**src/rtl/robotron_sound_cmd_sched_if.sv**
```systemverilog
// Requester-side handshake bundle for the sound-command scheduler.
// Slice i of req_cmd is {hand_bit, code[5:0]} for requester i.
interface robotron_sound_cmd_sched_if #(
    parameter int N_REQ = 4
);
    logic [N_REQ-1:0]   req_valid;
    logic [7*N_REQ-1:0] req_cmd;
    logic [N_REQ-1:0]   req_ready;

    modport master (
        output req_valid,
        output req_cmd,
        input  req_ready
    );

    modport slave (
        input  req_valid,
        input  req_cmd,
        output req_ready
    );
endinterface

```
**src/rtl/robotron_sound_cmd_sched.sv**
```systemverilog
// Round-robin sound-command scheduler: drives the active-low pb/hand
// lines of robotron_sound with a fixed hold followed by a release gap.
module robotron_sound_cmd_sched #(
    parameter int N_REQ       = 4,
    parameter int HOLD_CYCLES = 64,
    parameter int GAP_CYCLES  = 32
) (
    input  logic                      clk,
    input  logic                      reset,
    robotron_sound_cmd_sched_if.slave req,
    output logic [5:0]                pb_out,
    output logic                      hand_out,
    output logic                      busy,
    output logic [2:0]                grant_id
);
    localparam int MAXC = (HOLD_CYCLES > GAP_CYCLES) ?
                          HOLD_CYCLES : GAP_CYCLES;
    localparam int CW = $clog2(MAXC) + 1;
    localparam logic [CW-1:0] HOLD_LD = CW'(HOLD_CYCLES - 1);
    localparam logic [CW-1:0] GAP_LD  = CW'(GAP_CYCLES - 1);
    localparam logic [CW-1:0] CNT_ONE = CW'(1);
    localparam logic [2:0]    LAST_ID = 3'(N_REQ - 1);

    typedef enum logic [1:0] {
        S_IDLE,
        S_ASSERT,
        S_GAP
    } state_e;

    state_e         state_q, state_d;
    logic [CW-1:0]  cnt_q, cnt_d;
    logic [2:0]     ptr_q, ptr_d;
    logic [2:0]     grant_q, grant_d;
    logic [5:0]     pb_q, pb_d;
    logic           hand_q, hand_d;

    logic [7:0]     valid_pad;
    logic [6:0]     cmd_arr [8];
    logic           win_found;
    logic [2:0]     win_id;
    logic [3:0]     idx;
    logic [6:0]     win_cmd;
    logic           accept;
    logic           noop;

    // Pad requester vectors to 8 so a 3-bit index is always in range.
    always_comb begin
        valid_pad = '0;
        for (int i = 0; i < 8; i++) begin
            cmd_arr[i] = '0;
        end
        for (int i = 0; i < N_REQ; i++) begin
            valid_pad[i] = req.req_valid[i];
            cmd_arr[i]   = req.req_cmd[7*i +: 7];
        end
    end

    always_comb begin
        win_found = 1'b0;
        win_id    = '0;
        idx       = '0;
        for (int k = 0; k < N_REQ; k++) begin
            idx = {1'b0, ptr_q} + 4'(k);
            if (idx >= 4'(N_REQ)) begin
                idx = idx - 4'(N_REQ);
            end
            if (!win_found && valid_pad[idx[2:0]]) begin
                win_found = 1'b1;
                win_id    = idx[2:0];
            end
        end
    end

    assign win_cmd = cmd_arr[win_id];
    assign accept  = (state_q == S_IDLE) && win_found && !reset;
    assign noop    = (win_cmd == 7'd0);

    always_ff @(posedge clk) begin
        if (reset) begin
            state_q <= S_IDLE;
            cnt_q   <= '0;
            ptr_q   <= '0;
            grant_q <= '0;
            pb_q    <= '1;
            hand_q  <= 1'b1;
        end else begin
            state_q <= state_d;
            cnt_q   <= cnt_d;
            ptr_q   <= ptr_d;
            grant_q <= grant_d;
            pb_q    <= pb_d;
            hand_q  <= hand_d;
        end
    end

    // Output levels are computed with the next state so they are registered.
    always_comb begin
        state_d = state_q;
        cnt_d   = cnt_q;
        ptr_d   = ptr_q;
        grant_d = grant_q;
        pb_d    = pb_q;
        hand_d  = hand_q;
        unique case (state_q)
            S_IDLE: begin
                if (accept) begin
                    grant_d = win_id;
                    ptr_d   = (win_id == LAST_ID) ?
                              3'd0 : win_id + 3'd1;
                    if (!noop) begin
                        state_d = S_ASSERT;
                        cnt_d   = HOLD_LD;
                        pb_d    = ~win_cmd[5:0];
                        hand_d  = ~win_cmd[6];
                    end
                end
            end
            S_ASSERT: begin
                if (cnt_q == '0) begin
                    state_d = S_GAP;
                    cnt_d   = GAP_LD;
                    pb_d    = '1;
                    hand_d  = 1'b1;
                end else begin
                    cnt_d = cnt_q - CNT_ONE;
                end
            end
            S_GAP: begin
                if (cnt_q == '0) begin
                    state_d = S_IDLE;
                end else begin
                    cnt_d = cnt_q - CNT_ONE;
                end
            end
            default: begin
                state_d = S_IDLE;
            end
        endcase
    end

    always_comb begin
        req.req_ready = '0;
        if (accept) begin
            req.req_ready[win_id] = 1'b1;
        end
        busy     = (state_q != S_IDLE);
        pb_out   = pb_q;
        hand_out = hand_q;
        grant_id = grant_q;
    end
endmodule

```
**src/flat_wrapper.sv**
```systemverilog
// flat-port wrapper written by rule: the top's interface ports become plain ports
module robotron_sound_cmd_sched_flat 
#(
    parameter int N_REQ       = 4,
    parameter int HOLD_CYCLES = 64,
    parameter int GAP_CYCLES  = 32
)
  (clk, reset, pb_out, hand_out, busy, grant_id, req_req_valid, req_req_cmd, req_req_ready);
  robotron_sound_cmd_sched_if #(.N_REQ(N_REQ)) req_i ();
  input  logic clk;
  input  logic reset;
  output logic [5:0] pb_out;
  output logic hand_out;
  output logic busy;
  output logic [2:0] grant_id;
  input wire logic [$bits(req_i.req_valid)-1:0] req_req_valid;
  input wire logic [$bits(req_i.req_cmd)-1:0] req_req_cmd;
  output wire logic [$bits(req_i.req_ready)-1:0] req_req_ready;
  assign req_i.req_valid = req_req_valid;
  assign req_i.req_cmd = req_req_cmd;
  assign req_req_ready = req_i.req_ready;
  robotron_sound_cmd_sched #(.N_REQ(N_REQ), .HOLD_CYCLES(HOLD_CYCLES), .GAP_CYCLES(GAP_CYCLES)) u_core (.clk(clk), .reset(reset), .req(req_i), .pb_out(pb_out), .hand_out(hand_out), .busy(busy), .grant_id(grant_id));
endmodule
```
**config.mk**
```make
export PLATFORM = sky130hd
export DESIGN_NAME = robotron_sound_cmd_sched_flat
export DESIGN_NICKNAME = d
export VERILOG_FILES = /design/src/rtl/robotron_sound_cmd_sched_if.sv /design/src/rtl/robotron_sound_cmd_sched.sv /design/src/flat_wrapper.sv
export SDC_FILE = /design/constraint.sdc
export NUM_CORES = 1
export LEC_CHECK = 0
export ABC_CLOCK_PERIOD_IN_PS = 4700
export CAP_MARGIN = 10
export CORE_MARGIN = 3
export CORE_UTILIZATION = 50
export CTS_CLUSTER_DIAMETER = 150
export DETAILED_ROUTE_END_ITERATION = 10
export HOLD_SLACK_MARGIN = 0.12
export PLACE_DENSITY_LB_ADDON = 0.25
export SLEW_MARGIN = 0
export SYNTH_ARGS = -nofsm -noshare
export SYNTH_HDL_FRONTEND = slang
export SYNTH_SLANG_ARGS = --single-unit
```
**constraint.sdc**
```tcl
create_clock -name clk -period 4.7 [get_ports clk]
set_input_delay 0.94 -clock clk [delete_from_list [all_inputs] [get_ports clk]]
set_output_delay 0.94 -clock clk [all_outputs]
set_load 0.02 [all_outputs]
```
==> metrics <==
I/O Buffers=48; H-Tree Depth=1; DR WL/cell=14.3 µm; Mean Syn Cell Area=8.37 µm²; Worst Setup End Kind=output pin; RSZ-0062 raised after global routing=yes; Adder-Cell Fraction of Synth Area=0.0770; Nets=337; quantity of gates resized following cts=1; R2R setup slack=1.02 ns; clock skew=0.00104 ns; top area cells in the synthesized netlist=dfxtp_1 (23%), mux4_1 (9.4%), ha_1 (7.7%); cells on worst reg2reg path=12; Max stage delay on crit path=0.53 ns; Slew headroom=0.525; largest net degree at the start of global routing=19; die footprint=4690 µm²; Root Buffer Master=clkbuf_8; Remaining DRCs=0; Simple-Gate Fraction of Synth Area=0.251; clock edge transition at the registers on the reported setup and hold paths=0.08 ns; pins over their slew limit=0; largest family of logic cells by synthesized area=simple AND/OR/NAND/NOR gates; Post-synth EDFFs=0; Yosys top cell by area=dfxtp_1; initial antenna violation count=0; Final period util=0.986; Peak VDD IR=387 µV; area post-placement=2550 µm²; first-pass GRT wire length=8.14 mm; Top FF cell, synth=dfxtp_1; Clock Sinks=22; Hold Crit Class=reg2reg; Final Critical Period=4.63 ns; Worst-Margin Slew=0.694 ns; Post-synth top cells=nor2_1 (37), dfxtp_1 (22), a21oi_1 (20), nand2_1 (19), mux2i_1 (13); worst-path cell with the longest stage delay=clkdlybuf4s50_1; Crit path depth=9; Syn. warnings=0; chip height=68.5 µm; Worst Path Buf+Inv=3; number of global-route vias before repair=1816; CTS tree=built; mapped cell area=1950 µm²; Mapped Cells=233; Power Density=696 nW/µm²; Synth Area in Compound Gates=0.214; critical path type=in2out; chip width=68.5 µm; R2R Path End=u_core.cnt_q[1]$_SDFFE_PP0P_; most common cell in the netlist=nor2_1; MaxCap Viol Count=0; crit path cell chain=clkdlybuf4s50_1 -> mux2_2 -> a211o_1 -> a211o_1 -> a211o_2 -> buf_4 -> ha_1 -> and2_1 -> clkdlybuf4s50_1; Fmax=216 MHz; layout cell share with drive strength beyond 1=0.110; Pleak=1.15 nW; Worst Setup Start Kind=input pin; Crit Path Max Fanout=5; Clock Latency Late Sink=0.27 ns; drt first-iter violations=164; Num CTS Buffers=3; Post-Syn Nets=279; io pins=49; Starting Density=0.525; vias per cell=5.71; via count=1931; CP delay by family, top=buffers and inverters; post-synth top area share=0.226; Critical Path Sink=req_req_ready[2]; core area=3720 µm²; register area=440 µm²; status=finished clean; reg2reg start=u_core.ptr_q[1]$_SDFFE_PP0P_; number of synthesized register bits=22; ANT cells=0; filler cell count=296; post-DP HPWL=3.74 mm; cell area after layout=2620 µm²; RePlAce Congestion=0.960; Synth Area in XOR/XNOR=0; Synth cell types=49; CP Data Arrival Time=3.69 ns; Final Hold Vio Count=0; Post-CTS Setup Bufs=0; Fin Setup TNS=0 ns; Critical Path Start=req_req_valid[2]; multi-input logic area=1420 µm²; clk buf depth=2; final wirelength=4.83 mm; Core Rows=22; FFs w/ async S/R, synth=0; mux cell area share after synthesis=0.180; # setup viols final=0; GRT overflow=0; total track usage=0.223; sequential element share of the synthesized area=0.226; Required @ worst endpoint=3.76 ns; Area growth, synth to finish=34.5%; Routed Antenna Nets=0; drt pass-1 iters=4; # hold bufs at CTS=0
## where the power goes
group / total, mW / internal (mW) / switching [mW]
clock network: 0.140 / 0.0748 / 0.0648
registers: 0.302 / 0.256 / 0.0456
logic: 1.38 / 0.651 / 0.733
## layout make-up
type	instances	area share
multi-input cells	188	0.539
repair buffers	64	0.232
flip-flops and latches	22	0.168
well taps	48	0.0229
clock buffers	4	0.0210
inverters	12	0.0172
## layout by cell type, fill, tap and decap left out, drive strengths merged, types with 3 or more instances in the layout
master	instances
o21ai	4
or4	5
ha	12
nor2b	8
a21oi	20
nor3	4
mux4	7
a211o	3
mux2	3
and2	4
nand2b	5
dlymetal6s2s	3
a31oi	3
nand3	5
mux2i	13
nor2	37
clkbuf	4
nand2	19
a31o	3
clkdlybuf4s50	45
dfxtp	22
a32oi	3
o32ai	5
buf	16
and3	3
inv	11
a311o	3
## registers in the layout, indices dropped and copies added, names as in the netlist
name	flops
u_core.ptr_q	3
u_core.pb_out	6
u_core.hand_out	1
u_core.state_q	2
u_core.cnt_q	7
u_core.grant_id	3
## worst reg2reg max path: cells and delay by family, from the launching register on
family | cells | cell delay, ns
and+or+nand+nor | 1 | 0.35
AOI/OAI and AO/OA | 7 | 1.85
adders and majority gates | 1 | 0.43
muxes | 1 | 0.35
buffers and inverters | 2 | 0.24
DFF | 1 | 0.34
## layer usage
layer  routed length, µm  up-vias  global-route usage
li1                    -      980                   -
met1                2290      884               0.304
met5                   0        -                   0
met4                  26        0              0.0298
met3                 316        4              0.0575
met2                2200       63               0.362
## per-stage QoR
| stage | std cells | hold slack (ns) | total power, mW | util | worst slack (ns) |
|---|---|---|---|---|---|
| floorplan | 233 | 0.447 | 1.30 | - | 0.795 |
| global placement | 334 | 0.466 | 1.66 | 0.687 | 0.0233 |
| detailed placement | 334 | 0.470 | 1.67 | 0.687 | -0.00792 |
| CTS | 338 | 0.484 | 1.83 | 0.704 | 0.0588 |
| global route | 338 | 0.498 | 2.00 | 0.706 | -0.0719 |
| finish | 338 | 0.482 | 1.83 | 0.706 | 0.0654 |
## worst min path at each step
| stage | to | cells past startpoint | slack (ns) | startpoint |
|---|---|---|---|---|
| after floorplan | u_core.cnt_q[2]$_SDFFE_PP0P_ | 2 | 0.45 | u_core.cnt_q[2]$_SDFFE_PP0P_ |
| after global placement | u_core.cnt_q[6]$_SDFFE_PP0P_ | 1 | 0.47 | u_core.cnt_q[6]$_SDFFE_PP0P_ |
| after detailed placement | u_core.cnt_q[2]$_SDFFE_PP0P_ | 2 | 0.47 | u_core.cnt_q[2]$_SDFFE_PP0P_ |
| after CTS | u_core.cnt_q[2]$_SDFFE_PP0P_ | 2 | 0.48 | u_core.cnt_q[2]$_SDFFE_PP0P_ |
| after global routing | u_core.grant_id[2]$_SDFFE_PP0P_ | 1 | 0.50 | u_core.grant_id[2]$_SDFFE_PP0P_ |
| final | u_core.grant_id[2]$_SDFFE_PP0P_ | 1 | 0.48 | u_core.grant_id[2]$_SDFFE_PP0P_ |
## cells by family (layout without fill, tap and decap cells)
kind of cell / count (synthesis) / after routing
simple gates: 95 / 95
fa+ha+maj: 12 / 12
compound gates: 58 / 58
mux: 23 / 23
flops: 22 / 22
buf+inv: 23 / 80
(Power assumes the default switching activity.)
